===== src/rtl/uart_tx.sv =====
// UART transmitter: byte FIFO in front of an 8N1 serializer.
// The serial line is registered from the FSM state, so it lags the state by one clock.
module uart_tx #(
  parameter int CLOCK_RATE = 10000000,
  parameter int BAUD_RATE  = 625000,
  parameter int FIFO_DEPTH = 4
) (
  input  logic       clk,
  input  logic       rst_n,
  input  logic [7:0] tx_data,
  input  logic       tx_valid,
  output logic       tx_ready,
  output logic       tx,
  output logic       tx_busy
);

  localparam int CLKS_PER_BIT = CLOCK_RATE / BAUD_RATE;
  localparam int CW = (CLKS_PER_BIT > 2) ? $clog2(CLKS_PER_BIT) : 1;
  localparam int AW = $clog2(FIFO_DEPTH);
  localparam int NW = $clog2(FIFO_DEPTH + 1);

  if ((CLOCK_RATE % BAUD_RATE) != 0 || CLKS_PER_BIT < 2) begin : g_bad_baud
    $error("uart_tx: CLOCK_RATE/BAUD_RATE must be an integer >= 2");
  end
  if (FIFO_DEPTH < 2 || FIFO_DEPTH > 16 || (FIFO_DEPTH & (FIFO_DEPTH - 1)) != 0) begin : g_bad_depth
    $error("uart_tx: FIFO_DEPTH must be a power of two in 2..16");
  end

  typedef enum logic [1:0] {IDLE, START, DATA, STOP} state_t;

  // ---------------- byte FIFO ----------------
  logic [7:0]    mem [FIFO_DEPTH];
  logic [AW-1:0] wr_ptr, rd_ptr;
  logic [NW-1:0] count;
  logic          push, pop, fifo_empty;

  assign tx_ready   = (count != NW'(FIFO_DEPTH));
  assign push       = tx_valid && tx_ready;
  assign fifo_empty = (count == '0);

  always_ff @(posedge clk) begin
    if (push) mem[wr_ptr] <= tx_data;
  end

  // Pointers wrap naturally because the depth is a power of two.
  always_ff @(posedge clk or negedge rst_n) begin
    if (!rst_n) begin
      wr_ptr <= '0;
      rd_ptr <= '0;
      count  <= '0;
    end else begin
      if (push) wr_ptr <= wr_ptr + 1'b1;
      if (pop)  rd_ptr <= rd_ptr + 1'b1;
      case ({push, pop})
        2'b10:   count <= count + 1'b1;
        2'b01:   count <= count - 1'b1;
        default: ;
      endcase
    end
  end

  // ---------------- serializer ----------------
  state_t        state, state_nxt;
  logic [CW-1:0] bit_cnt, bit_cnt_nxt;
  logic [2:0]    bit_idx, bit_idx_nxt;
  logic [7:0]    shreg;
  logic          tx_nxt, bit_done;

  assign bit_done = (bit_cnt == CW'(CLKS_PER_BIT - 1));

  always_comb begin
    state_nxt   = state;
    bit_cnt_nxt = bit_cnt;
    bit_idx_nxt = bit_idx;
    pop         = 1'b0;
    tx_nxt      = 1'b1;
    if (state != IDLE) bit_cnt_nxt = bit_done ? '0 : bit_cnt + 1'b1;
    case (state)
      IDLE: begin
        tx_nxt = 1'b1;
        if (!fifo_empty) begin
          pop         = 1'b1;
          state_nxt   = START;
          bit_cnt_nxt = '0;
          bit_idx_nxt = '0;
        end
      end
      START: begin
        tx_nxt = 1'b0;
        if (bit_done) state_nxt = DATA;
      end
      DATA: begin
        tx_nxt = shreg[bit_idx];
        if (bit_done) begin
          if (bit_idx == 3'd7) state_nxt = STOP;
          else                 bit_idx_nxt = bit_idx + 1'b1;
        end
      end
      STOP: begin
        tx_nxt = 1'b1;
        // Chain straight into the next start bit when more bytes are queued.
        if (bit_done) begin
          if (!fifo_empty) begin
            pop         = 1'b1;
            state_nxt   = START;
            bit_idx_nxt = '0;
          end else begin
            state_nxt = IDLE;
          end
        end
      end
      default: state_nxt = IDLE;
    endcase
  end

  always_ff @(posedge clk or negedge rst_n) begin
    if (!rst_n) begin
      state   <= IDLE;
      bit_cnt <= '0;
      bit_idx <= '0;
      shreg   <= '0;
      tx      <= 1'b1;
    end else begin
      state   <= state_nxt;
      bit_cnt <= bit_cnt_nxt;
      bit_idx <= bit_idx_nxt;
      tx      <= tx_nxt;
      if (pop) shreg <= mem[rd_ptr];
    end
  end

  assign tx_busy = (state != IDLE) || !fifo_empty;

endmodule


===== config.mk =====
export PLATFORM = sky130hd
export DESIGN_NAME = uart_tx
export DESIGN_NICKNAME = d
export VERILOG_FILES = /design/src/rtl/uart_tx.sv
export SDC_FILE = /design/constraint.sdc
export NUM_CORES = 1
export LEC_CHECK = 0
export BUFFER_PORTS_ARGS = -buffer_cell sky130_fd_sc_hd__clkbuf_2
export CAP_MARGIN = 40
export CORE_MARGIN = 4
export CORE_UTILIZATION = 43
export CTS_CLUSTER_DIAMETER = 30
export DETAILED_ROUTE_END_ITERATION = 8
export PLACE_DENSITY = 0.62
export SYNTH_ARGS = -nofsm -noshare
export SYNTH_HDL_FRONTEND = slang
export SYNTH_SLANG_ARGS = --single-unit

===== constraint.sdc =====
create_clock -name clk -period 2.9 [get_ports clk]
set_clock_uncertainty 0.15 [all_clocks]
set_input_delay 0.29 -clock clk [delete_from_list [all_inputs] [get_ports clk]]
set_output_delay 0.29 -clock clk [all_outputs]
set_load 0.03 [all_outputs]

==> results.md, run 1 <==
* Latest clock arrival within the worst-skew pair at 0.33 ns
* Ant diodes at 0
* Max Cap Viol at 0
* Pwr per Cell Area at 1033 mW/mm^2
* Longest Clk Path Bufs at 2
* Dominant synthesized flop cell: edfxtp_1
* Vias in the first global route at 1,517
* WP data required at 3.00 ns
* Type of the most critical hold path: in -> reg
* Count leader, synth: edfxtp_1
* # IOs at 14
* Synthesized net count at 193
* Row count at 27
* Worst-case vdd ir drop at 0.4608 mV
* Worst Tran Pin Value at 0.6210 ns
* Overall Power at 3.081 mW
* Post-synth EDFFs at 32
* CTS H-tree lvls at 3
* Clk slew on worst S/H paths at 0.08 ns
* Share of the synthesized area in the top cell type at 0.3716
* Die area at 0.007320 mm^2
* Share of layout cells above drive strength 1 at 0.2624
* Initial core utilization at 0.4557
* Initial drt markers at 52
* Synthesis-to-finish area growth at 15.29%
* Final hold violation count at 0
* Drt total wl at 4300 um
* Status: completed
* GRT Total Usage at 0.1336
* HPWL Detailed at 3000 um
* Largest net degree at the start of global routing at 26
* Critical setup path kind: reg -> reg
* Ranking of synthesized cells by area: edfxtp_1 37%, dfrtp_1 23%, mux4_2 7.8%
* Data arrival, critical path at 2.51 ns
* Period utilization at 0.8287
* Leak at 1.195 nW
* CP Capture Type: flop
* Die W at 85.56 um
* Nets@finish at 222
* Number of port buffers at 13
* Fmax at 416.1 MHz
* Slew Viols, Final at 0
* Post-route setup TNS at 0 ns
* Die Ht at 85.56 um
* Ys async rst share at 0.4386
* Residual DRC at 0
* Vias after detailed routing at 1,434
* Routed Antenna Nets at 0
* RD Place Congestion at 0.7264
* CTS resizes at 0
* Final Setup Violations at 0
* Sequential area share after synthesis at 0.6139
* CTS root buf: clkbuf_8
* Initial antenna violation count at 0
* Critical Path Start Type: flop
* Synthesized area at 0.002586 mm^2
* Post-synth top area cell: edfxtp_1
* Pre-Repair DR Iteration Count at 4
* First-pass GRT wire length at 7279 um
* Synth unique cells at 35
* Synthesized area per cell at 15.39 um^2
* Syn Inst Count at 168
* GRT overflow at 0
* Routed len/inst at 15.69 um
* RSZ-0062 raised after global routing: no
* Synth warn at 0
* Commonest cells post-synth: 32 x edfxtp_1, 24 x dfrtp_1, 13 x ha_1, 10 x inv_1
* CTS sink count at 57
* Synthesized flop and latch total at 57
* Worst Path Max Fanout at 7
* Minimum clock period at 2.403 ns
* Core area at 0.005675 mm^2
* Max-slew headroom at 0.5860
* Via density at 5.234
* Total CTS buffers at 9
* CTS tree: built
## area by class of cell
cell class                      instances  area, um^2
Timing Repair Buffer                   23       160.2
Clock buffer                            9       123.9
Tap cell                               72       90.09
Clock inverter                          7       58.81
Multi-Input combinational cell         96       923.4
Inverter                               10       37.54
Fill cell                             483        2694
Sequential cell                        57        1588
## path summary, 6_finish.rpt
check / from / end / slack [ns] / depth (start not counted)
worst min register to register: shreg[5] / shreg[5] / 0.37 / 1
worst max-delay path: state[0] / count[2] / 0.50 / 9
worst min-delay path: tx_data[1] / mem[2][1] / 0.03 / 1
max in group asynchronous: rst_n / state[0] / 1.84 / 2
worst max register to register: state[0] / count[2] / 0.50 / 9
min in group asynchronous: rst_n / wr_ptr[1] / 0.36 / 2
## power breakdown
part	switching [mW]	internal, mW	total [mW]
Clock	0.346	0.324	0.670
Combinational	0.497	0.560	1.06
Sequential	0.226	1.13	1.35
Total	1.07	2.01	3.08
## state kept, by name (all words and copies together) (netlist names)
register,cells
bit_cnt,4
bit_idx,3
count,3
mem,32
rd_ptr,2
shreg,8
state,2
tx,1
wr_ptr,2
## metal layers
| metal | routed length, um | vias up | global-route usage |
|---|---|---|---|
| li1 | - | 683 | - |
| met1 | 1806 | 717 | 0.1508 |
| met2 | 2277 | 30 | 0.2161 |
| met3 | 180 | 4 | 0.06724 |
| met4 | 36 | 0 | 0.05324 |
| met5 | 0 | - | 0 |
## stage by stage
| step | utilization | instance area [um^2] | setup WS [ns] | cells | hold slack (ns) |
|---|---|---|---|---|---|
| after CTS | 0.5165 | 2932 | 0.4699 | 269 | 0.0004350 |
| after global routing | 0.5254 | 2982 | 0.3254 | 274 | 0.0005228 |
| after detailed placement | 0.4791 | 2719 | 0.4641 | 250 | 0.1874 |
| final | 0.5254 | 2982 | 0.4969 | 274 | 0.02662 |
| after global placement | 0.4791 | 2719 | 0.5961 | 250 | 0.1741 |
| after floorplan | - | 2586 | 0.4746 | 168 | -0.1556 |
## timing repair
action,in CTS,in global routing
endpoints found under the hold margin,30,11
buffers inserted,0,0
hold buffers,3,5
## cell families after synthesis
family | synth area share
fa+ha+maj | 0.07064
simple gates | 0.07644
mux | 0.1437
xor+xnor | 0.02371
buf+inv | 0.02903
compound gates | 0.04258
flops | 0.6139
## worst max-delay path, stage by stage (launching register included)
cell,delay (ns)
dfrtp_1,0.44
inv_1,0.10
ha_1,0.34
nor3_2,0.24
ha_1,0.21
inv_1,0.06
fa_1,0.37
xor2_1,0.15
nor2_1,0.11
xor2_1,0.15
## layout by cell type, fill, tap and decap left out, types with 2 or more instances in the layout
master | synthesis | layout
clkinvlp_4 | 0 | 2
edfxtp_1 | 32 | 32
nor2b_1 | 3 | 3
nand2_1 | 9 | 9
mux2i_1 | 3 | 3
clkbuf_2 | 0 | 13
mux4_2 | 9 | 9
o32a_1 | 2 | 2
xnor2_1 | 4 | 4
nand3_1 | 9 | 9
inv_6 | 0 | 5
mux2_2 | 3 | 3
dlygate4sd3_1 | 0 | 8
ha_1 | 13 | 13
a21oi_1 | 2 | 2
xor2_1 | 3 | 3
and3_1 | 5 | 5
dfrtp_1 | 24 | 24
nor2_1 | 4 | 4
mux2_4 | 7 | 7
inv_1 | 10 | 10
o21ai_0 | 7 | 7
clkbuf_8 | 0 | 9
buf_4 | 1 | 2
No activity file was read; power rests on OpenSTA's default activity.
==> inputs of run 2 (changes only) <==
- PLACE_DENSITY: 0.62 -> 0.64
- clock period: 2.9 -> 2.14 ns (I/O delays scaled with it)
==> run 2 against run 1 <==
Cell count rose by 6.6%; critical path type unchanged; flip-flop and latch count unchanged; routed wire length is 4.4% higher; hold slack improved by 0.13 ns; combinational power increased by 80%; via count grew 4.7%; non-clock buffer count rose by 18; first-iteration DRC count is 50% lower; highest routed layer unchanged; die area did not move; critical path depth grew 1; clock power rose by 26%.
==> results.md, run 2 (synthesis results as in run 1) <==
* Status: completed (unchanged)
* Slew Viols, Final at 0 (unchanged)
* Max Cap Viol at 0 (unchanged)
* Largest regs: mem x32, shreg x8, bit_cnt x4 (unchanged)
* R2R Setup Slk at 0.01 ns (was 0.50 ns)
* Worst-case vdd ir drop at 0.5702 mV (was 0.4608 mV)
* Critical Path Slowest Stage Cell: dfrtp_2 (was dfrtp_1)
* Via density at 5.144 (was 5.234)
* RSZ-0062 raised after global routing: yes (was no)
* Commonest non-fill, non-tap cell in the layout: edfxtp_1 (unchanged)
* Final instance area at 0.003197 mm^2 (was 0.002982 mm^2)
* Routed len/inst at 15.38 um (was 15.69 um)
* Synthesis-to-finish area growth at 23.61% (was 15.29%)
* RD Place Congestion at 0.7021 (was 0.7264)
* Reg2Reg Depth at 10 (was 9)
* HPWL Detailed at 3133 um (was 3000 um)
* Final Setup Violations at 0 (unchanged)
* Routed Antenna Nets at 0 (unchanged)
* Initial antenna violation count at 0 (unchanged)
* Crit-path cells: inv_4, ha_4, a41oi_4, nor3_4, ha_4, inv_2, fa_2, xor2_1, nor2_1, xor2_1 (was inv_1, ha_1, nor3_2, ha_1, inv_1, fa_1, xor2_1, nor2_1, xor2_1)
* Type of the most critical hold path: in -> reg (unchanged)
* Vias after detailed routing at 1,502 (was 1,434)
* Fill count at 449 (was 483)
* CTS tree: built (unchanged)
* Pre-Repair DR Iteration Count at 4 (unchanged)
* Number of flip-flops in the largest register at 32 (unchanged)
* Residual DRC at 0 (unchanged)
* Pwr per Cell Area at 1414 mW/mm^2 (was 1033 mW/mm^2)
* Die W at 85.56 um (unchanged)
* Commonest non-fill, non-tap cells in the layout: 32 x edfxtp_1, 22 x dfrtp_1, 19 x buf_4 (was 32 x edfxtp_1, 24 x dfrtp_1, 13 x ha_1, 13 x clkbuf_2, 10 x inv_1)
* Max-slew headroom at 0.5866 (was 0.5860)
* CTS sink count at 57 (unchanged)
* Initial drt markers at 26 (was 52)
* Leak at 1.273 nW (was 1.195 nW)
* Critical setup path kind: reg -> reg (unchanged)
* CTS root buf: clkbuf_8 (unchanged)
* Row count at 27 (unchanged)
* Fmax at 470.4 MHz (was 416.1 MHz)
* Drt total wl at 4491 um (was 4300 um)
* Critical Path Start Type: flop (unchanged)
* Ant diodes at 0 (unchanged)
* Reg with most FFs: mem (unchanged)
* Clk slew on worst S/H paths at 0.07 ns (was 0.08 ns)
* Data arrival, critical path at 2.23 ns (was 2.51 ns)
* Worst Path Max Fanout at 4 (was 7)
* WP data required at 2.24 ns (was 3.00 ns)
* Worst Tran Pin Value at 0.6201 ns (was 0.6210 ns)
* Placed Area at 0.002883 mm^2 (was 0.002719 mm^2)
* GRT overflow at 0 (unchanged)
* RR Startpoint: state[1] (was state[0])
* Latest clock arrival within the worst-skew pair at 0.33 ns (about the same)
* Longest Clk Path Bufs at 2 (unchanged)
* Die area at 0.007320 mm^2 (unchanged)
* GRT Total Usage at 0.1428 (was 0.1336)
* Initial core utilization at 0.4557 (unchanged)
* CTS H-tree lvls at 3 (unchanged)
* Nets@finish at 240 (was 222)
* Final hold violation count at 0 (unchanged)
* Core area at 0.005675 mm^2 (unchanged)
* Number of port buffers at 13 (unchanged)
* Share of layout cells above drive strength 1 at 0.3727 (was 0.2624)
* Period utilization at 0.9934 (was 0.8287)
* First-pass GRT wire length at 7928 um (was 7279 um)
* Final core utilization at 0.5633 (was 0.5254)
* CP Capture Type: flop (unchanged)
* Minimum clock period at 2.126 ns (was 2.403 ns)
* End of the critical path: count[2] (unchanged)
* Biggest cell delay along the critical path at 0.45 ns (was 0.44 ns)
* # IOs at 14 (unchanged)
* Largest net degree at the start of global routing at 26 (unchanged)
* Reg-to-Reg End: count[2] (unchanged)
* Die Ht at 85.56 um (unchanged)
* Total CTS buffers at 9 (unchanged)
* Vias in the first global route at 1,746 (was 1,517)
* CP Launch Point: state[1] (was state[0])
## run 2: power by group
| group | switching, mW | internal (mW) | leakage, nW | total (mW) |
|---|---|---|---|---|
| Combinational | 0.884 | 1.03 | 0.600 | 1.91 |
| Sequential | 0.227 | 1.54 | 0.595 | 1.76 |
| Clock | 0.426 | 0.420 | 0.0785 | 0.846 |
## run 2: routing by layer
metal,vias to the layer above,global-route usage,routed length (um)
met5,-,0,0
met4,0,0.05899,74
met3,9,0.05668,186
met2,26,0.2479,2347
met1,753,0.1550,1882
li1,714,-,-
## run 2: final cells by class
| class | count | area, um^2 | area share |
|---|---|---|---|
| Clock buffer | 10 | 127.6 | 0.03992 |
| Timing Repair Buffer | 41 | 297.8 | 0.09315 |
| Multi-Input combinational cell | 96 | 1006 | 0.3147 |
| Clock inverter | 6 | 45.04 | 0.01409 |
| Inverter | 10 | 40.04 | 0.01252 |
| Sequential cell | 57 | 1590 | 0.4975 |
| Tap cell | 72 | 90.09 | 0.02818 |
## run 2: metrics by stage
stage               setup TNS [ns]  worst slack [ns]  hold slack (ns)  total power [mW]  instances
global placement          -0.04373          -0.04373           0.1008             3.480        263
detailed placement         -0.1352           -0.1352           0.1121             3.595        263
global route              -0.05341          -0.05341           0.1805             4.863        292
CTS                       -0.01271          -0.01271           0.1496             4.544        291
floorplan                  -0.1254           -0.1230          -0.2316             3.099        168
finish                           0           0.01411           0.1587             4.520        292
## run 2: worst min path at each step
stage | from | end | slack [ns] | cells past startpoint
after floorplan | rst_n | bit_cnt[0] | -0.23 | 0
after global placement | rst_n | bit_idx[0] | 0.10 | 1
after detailed placement | rst_n | bit_idx[1] | 0.11 | 1
after CTS | tx_valid | wr_ptr[0] | 0.15 | 3
after global routing | tx_valid | wr_ptr[0] | 0.18 | 3
final | tx_valid | wr_ptr[0] | 0.16 | 3
## run 2: what timing repair did
action                     in CTS  in global routing
setup endpoints to repair       1                  2
hold endpoints to repair       56                  0
pin swaps                       5                  2
hold buffers                    9                  0
setup buffers                   3                  1
resized for setup               3                  2
## run 2: worst max-delay path: cells and delay by family (launching register included)
| family | cells | cell delay (ns) |
|---|---|---|
| AND/OR/NAND/NOR | 2 | 0.34 |
| adder cells (fa/ha/maj) | 3 | 0.64 |
| XOR/XNOR | 2 | 0.30 |
| flip-flops | 1 | 0.45 |
| buffers and inverters | 2 | 0.12 |
| AO/OA/AOI/OAI | 1 | 0.04 |
==> inputs of run 3 (changes only) <==
- REMOVE_ABC_BUFFERS: not set -> 1
==> run 3 against run 2 <==
The flow now finishes with violations (setup timing); flip-flop and latch count unchanged; critical path depth down 1; sequential power about the same; die area unchanged; register-to-register slack worse by 0.07 ns; worst setup slack worse by 0.074 ns; power up 9.2%; clock power up 47%; largest power group unchanged; first-iteration DRC count rose to 2.6 times the previous value; cell area up 2.2%; maximum frequency down 3.3%; core utilization up 1.3 points.
==> results.md, run 3 (synthesis results as in run 1) <==
* Int Power at 3.376 mW (was 2.983 mW)
* Vias after detailed routing at 1,519 (was 1,502)
* Longest Clk Path Bufs at 2 (unchanged)
* Worst Path Max Fanout at 3 (was 4)
* Residual DRC at 0 (unchanged)
* HPWL Detailed at 3014 um (was 3133 um)
* Status: finished with violations (was completed)
* Leak at 1.343 nW (was 1.273 nW)
* Overall Power at 4.936 mW (was 4.520 mW)
* Data arrival, critical path at 2.29 ns (was 2.23 ns)
* Clk slew on worst S/H paths at 0.07 ns (about the same)
* Die W at 85.56 um (unchanged)
* Largest regs: mem x32, shreg x8, bit_cnt x4 (unchanged)
* Max-slew headroom at 0.5858 (was 0.5866)
* Worst Tran Pin Value at 0.6213 ns (was 0.6201 ns)
* R2R Setup Slk at -0.06 ns (was 0.01 ns)
* Initial antenna violation count at 0 (unchanged)
* WP data required at 2.23 ns (was 2.24 ns)
* Fill count at 443 (was 449)
* Vias in the first global route at 1,654 (was 1,746)
* Ant diodes at 0 (unchanged)
* Final core utilization at 0.5758 (was 0.5633)
* Net Sw Frac at 0.3159 (was 0.3401)
* Routed len/inst at 15.26 um (was 15.38 um)
* Number of port buffers at 13 (unchanged)
* Nets@finish at 245 (was 240)
* Commonest non-fill, non-tap cell in the layout: edfxtp_1 (unchanged)
* Final Setup Violations at 1 (was 0)
* Routed Antenna Nets at 0 (unchanged)
* Number of flip-flops in the largest register at 32 (unchanged)
* Clk pwr share at 0.252 (was 0.187)
* Latest clock arrival within the worst-skew pair at 0.33 ns (about the same)
* Sequential share of power at 0.352 (was 0.390)
* Critical Path Start Type: flop (unchanged)
* Commonest non-fill, non-tap cells in the layout: 32 x edfxtp_1, 24 x dfrtp_1, 24 x buf_4 (was 32 x edfxtp_1, 22 x dfrtp_1, 19 x buf_4)
* Drt total wl at 4531 um (was 4491 um)
* Core area at 0.005675 mm^2 (unchanged)
* CTS root buf: clkbuf_8 (unchanged)
* Failing checks: setup timing
* Final hold violation count at 0 (unchanged)
* Initial drt markers at 67 (was 26)
* Synthesis-to-finish area growth at 26.37% (was 23.61%)
* CP Capture Type: flop (unchanged)
* Fmax at 454.6 MHz (was 470.4 MHz)
* Logic pwr share at 0.396 (was 0.423)
* Period utilization at 1.028 (was 0.9934)
* Largest net degree at the start of global routing at 26 (unchanged)
* Worst-case vdd ir drop at 0.6764 mV (was 0.5702 mV)
* Pwr per Cell Area at 1510 mW/mm^2 (was 1414 mW/mm^2)
* GRT Total Usage at 0.1439 (was 0.1428)
* Pre-Repair DR Iteration Count at 5 (was 4)
* Die area at 0.007320 mm^2 (unchanged)
* Critical setup path kind: reg -> reg (unchanged)
* GRT overflow at 0 (unchanged)
* Via density at 5.114 (was 5.144)
* Final WS setup at -0.05953 ns (was 0.01411 ns)
* RSZ-0062 raised after global routing: yes (unchanged)
* CTS tree: built (unchanged)
* CTS H-tree lvls at 3 (unchanged)
* RD Place Congestion at 0.7126 (was 0.7021)
* Initial core utilization at 0.4557 (unchanged)
* Reg with most FFs: mem (unchanged)
* Type of the most critical hold path: in -> reg (unchanged)
* Minimum clock period at 2.200 ns (was 2.126 ns)
* Max Cap Viol at 0 (unchanged)
* Die Ht at 85.56 um (unchanged)
* First-pass GRT wire length at 8086 um (was 7928 um)
* Total CTS buffers at 9 (unchanged)
* Row count at 27 (unchanged)
* Share of layout cells above drive strength 1 at 0.3867 (was 0.3727)
* CTS sink count at 57 (unchanged)
* # IOs at 14 (unchanged)
* Slew Viols, Final at 0 (unchanged)
* Total net switching power at 1.559 mW (was 1.537 mW)
## run 3: cell types whose count changed in the layout (fill, tap and decap cells not counted), moves of 2 or more
cell | before | now
buf_4 | 19 | 24
bufinv_16 | 0 | 3
clkinvlp_4 | 3 | 0
dfrtp_1 | 22 | 24
dfrtp_2 | 2 | 0
ha_2 | 0 | 3
ha_4 | 4 | 1
inv_6 | 0 | 2
## run 3: power groups by stage
stage	Sequential [mW]	Clock (mW)	Combinational (mW)
finish	1.74	1.24	1.95
global route	1.77	1.33	2.16
CTS	1.74	1.27	1.89
detailed placement	1.75	0	1.78
global placement	1.73	0	1.68
floorplan	1.79	0	1.12
## run 3: metrics by stage
| step | cells | worst slack, ns | TNS, ns | hold WS [ns] | instance area (um^2) |
|---|---|---|---|---|---|
| 2_1_floorplan | 163 | -0.8189 | -2.644 | -0.2316 | 2549 |
| 3_3_place_gp | 267 | -0.003571 | -0.003571 | 0.1027 | 2846 |
| 3_5_place_dp | 267 | -0.1451 | -0.1451 | 0.1159 | 2846 |
| 4_1_cts | 296 | -0.07744 | -0.07744 | 0.1556 | 3237 |
| 5_1_grt | 297 | -0.1467 | -0.1467 | 0.1004 | 3268 |
| 6_report | 297 | -0.05953 | -0.05953 | 0.1137 | 3268 |
## run 3: area by class of cell
cell class | instances | area [um^2] | area share
flip-flops and latches | 57 | 1588 | 0.4858
multi-input cells | 96 | 968.4 | 0.2963
clock buffers | 9 | 123.9 | 0.03790
clock inverters | 7 | 125.1 | 0.03828
inverters | 10 | 37.54 | 0.01149
repair buffers | 46 | 335.3 | 0.1026
well taps | 72 | 90.09 | 0.02757
## run 3: path summary, 6_finish.rpt
kind | from | end | cells past startpoint
hold reg to reg | shreg[6] | shreg[6] | 1
max in group asynchronous | rst_n | shreg[2] | 2
setup / recovery | state[1] | count[2] | 9
min in group asynchronous | rst_n | bit_cnt[1] | 2
hold / removal | tx_valid | wr_ptr[0] | 3
setup reg to reg | state[1] | count[2] | 9
## run 3: what timing repair did
item,CTS,global route
endpoints found under the hold margin,56,0
endpoints found under the setup margin,1,10
setup buffers,4,3
pin swaps,5,4
resized for setup,8,7
hold buffers,9,0
## run 3: routing by layer
layer / part of all wire / GRT usage
met4: 0.0075 / 0.05755
met1: 0.44 / 0.1774
met2: 0.52 / 0.2380
met3: 0.032 / 0.04227
met5: 0 / 0
## run 3: worst max-delay path, stage by stage, from the launching register on
cell and delay, ns:
dfrtp_1 0.41, ha_2 0.22, a41oi_2 0.15, nor3_4 0.17, ha_2 0.22, inv_2 0.04, fa_2 0.32, xor2_1 0.14
nor2_1 0.12, xor2_1 0.17
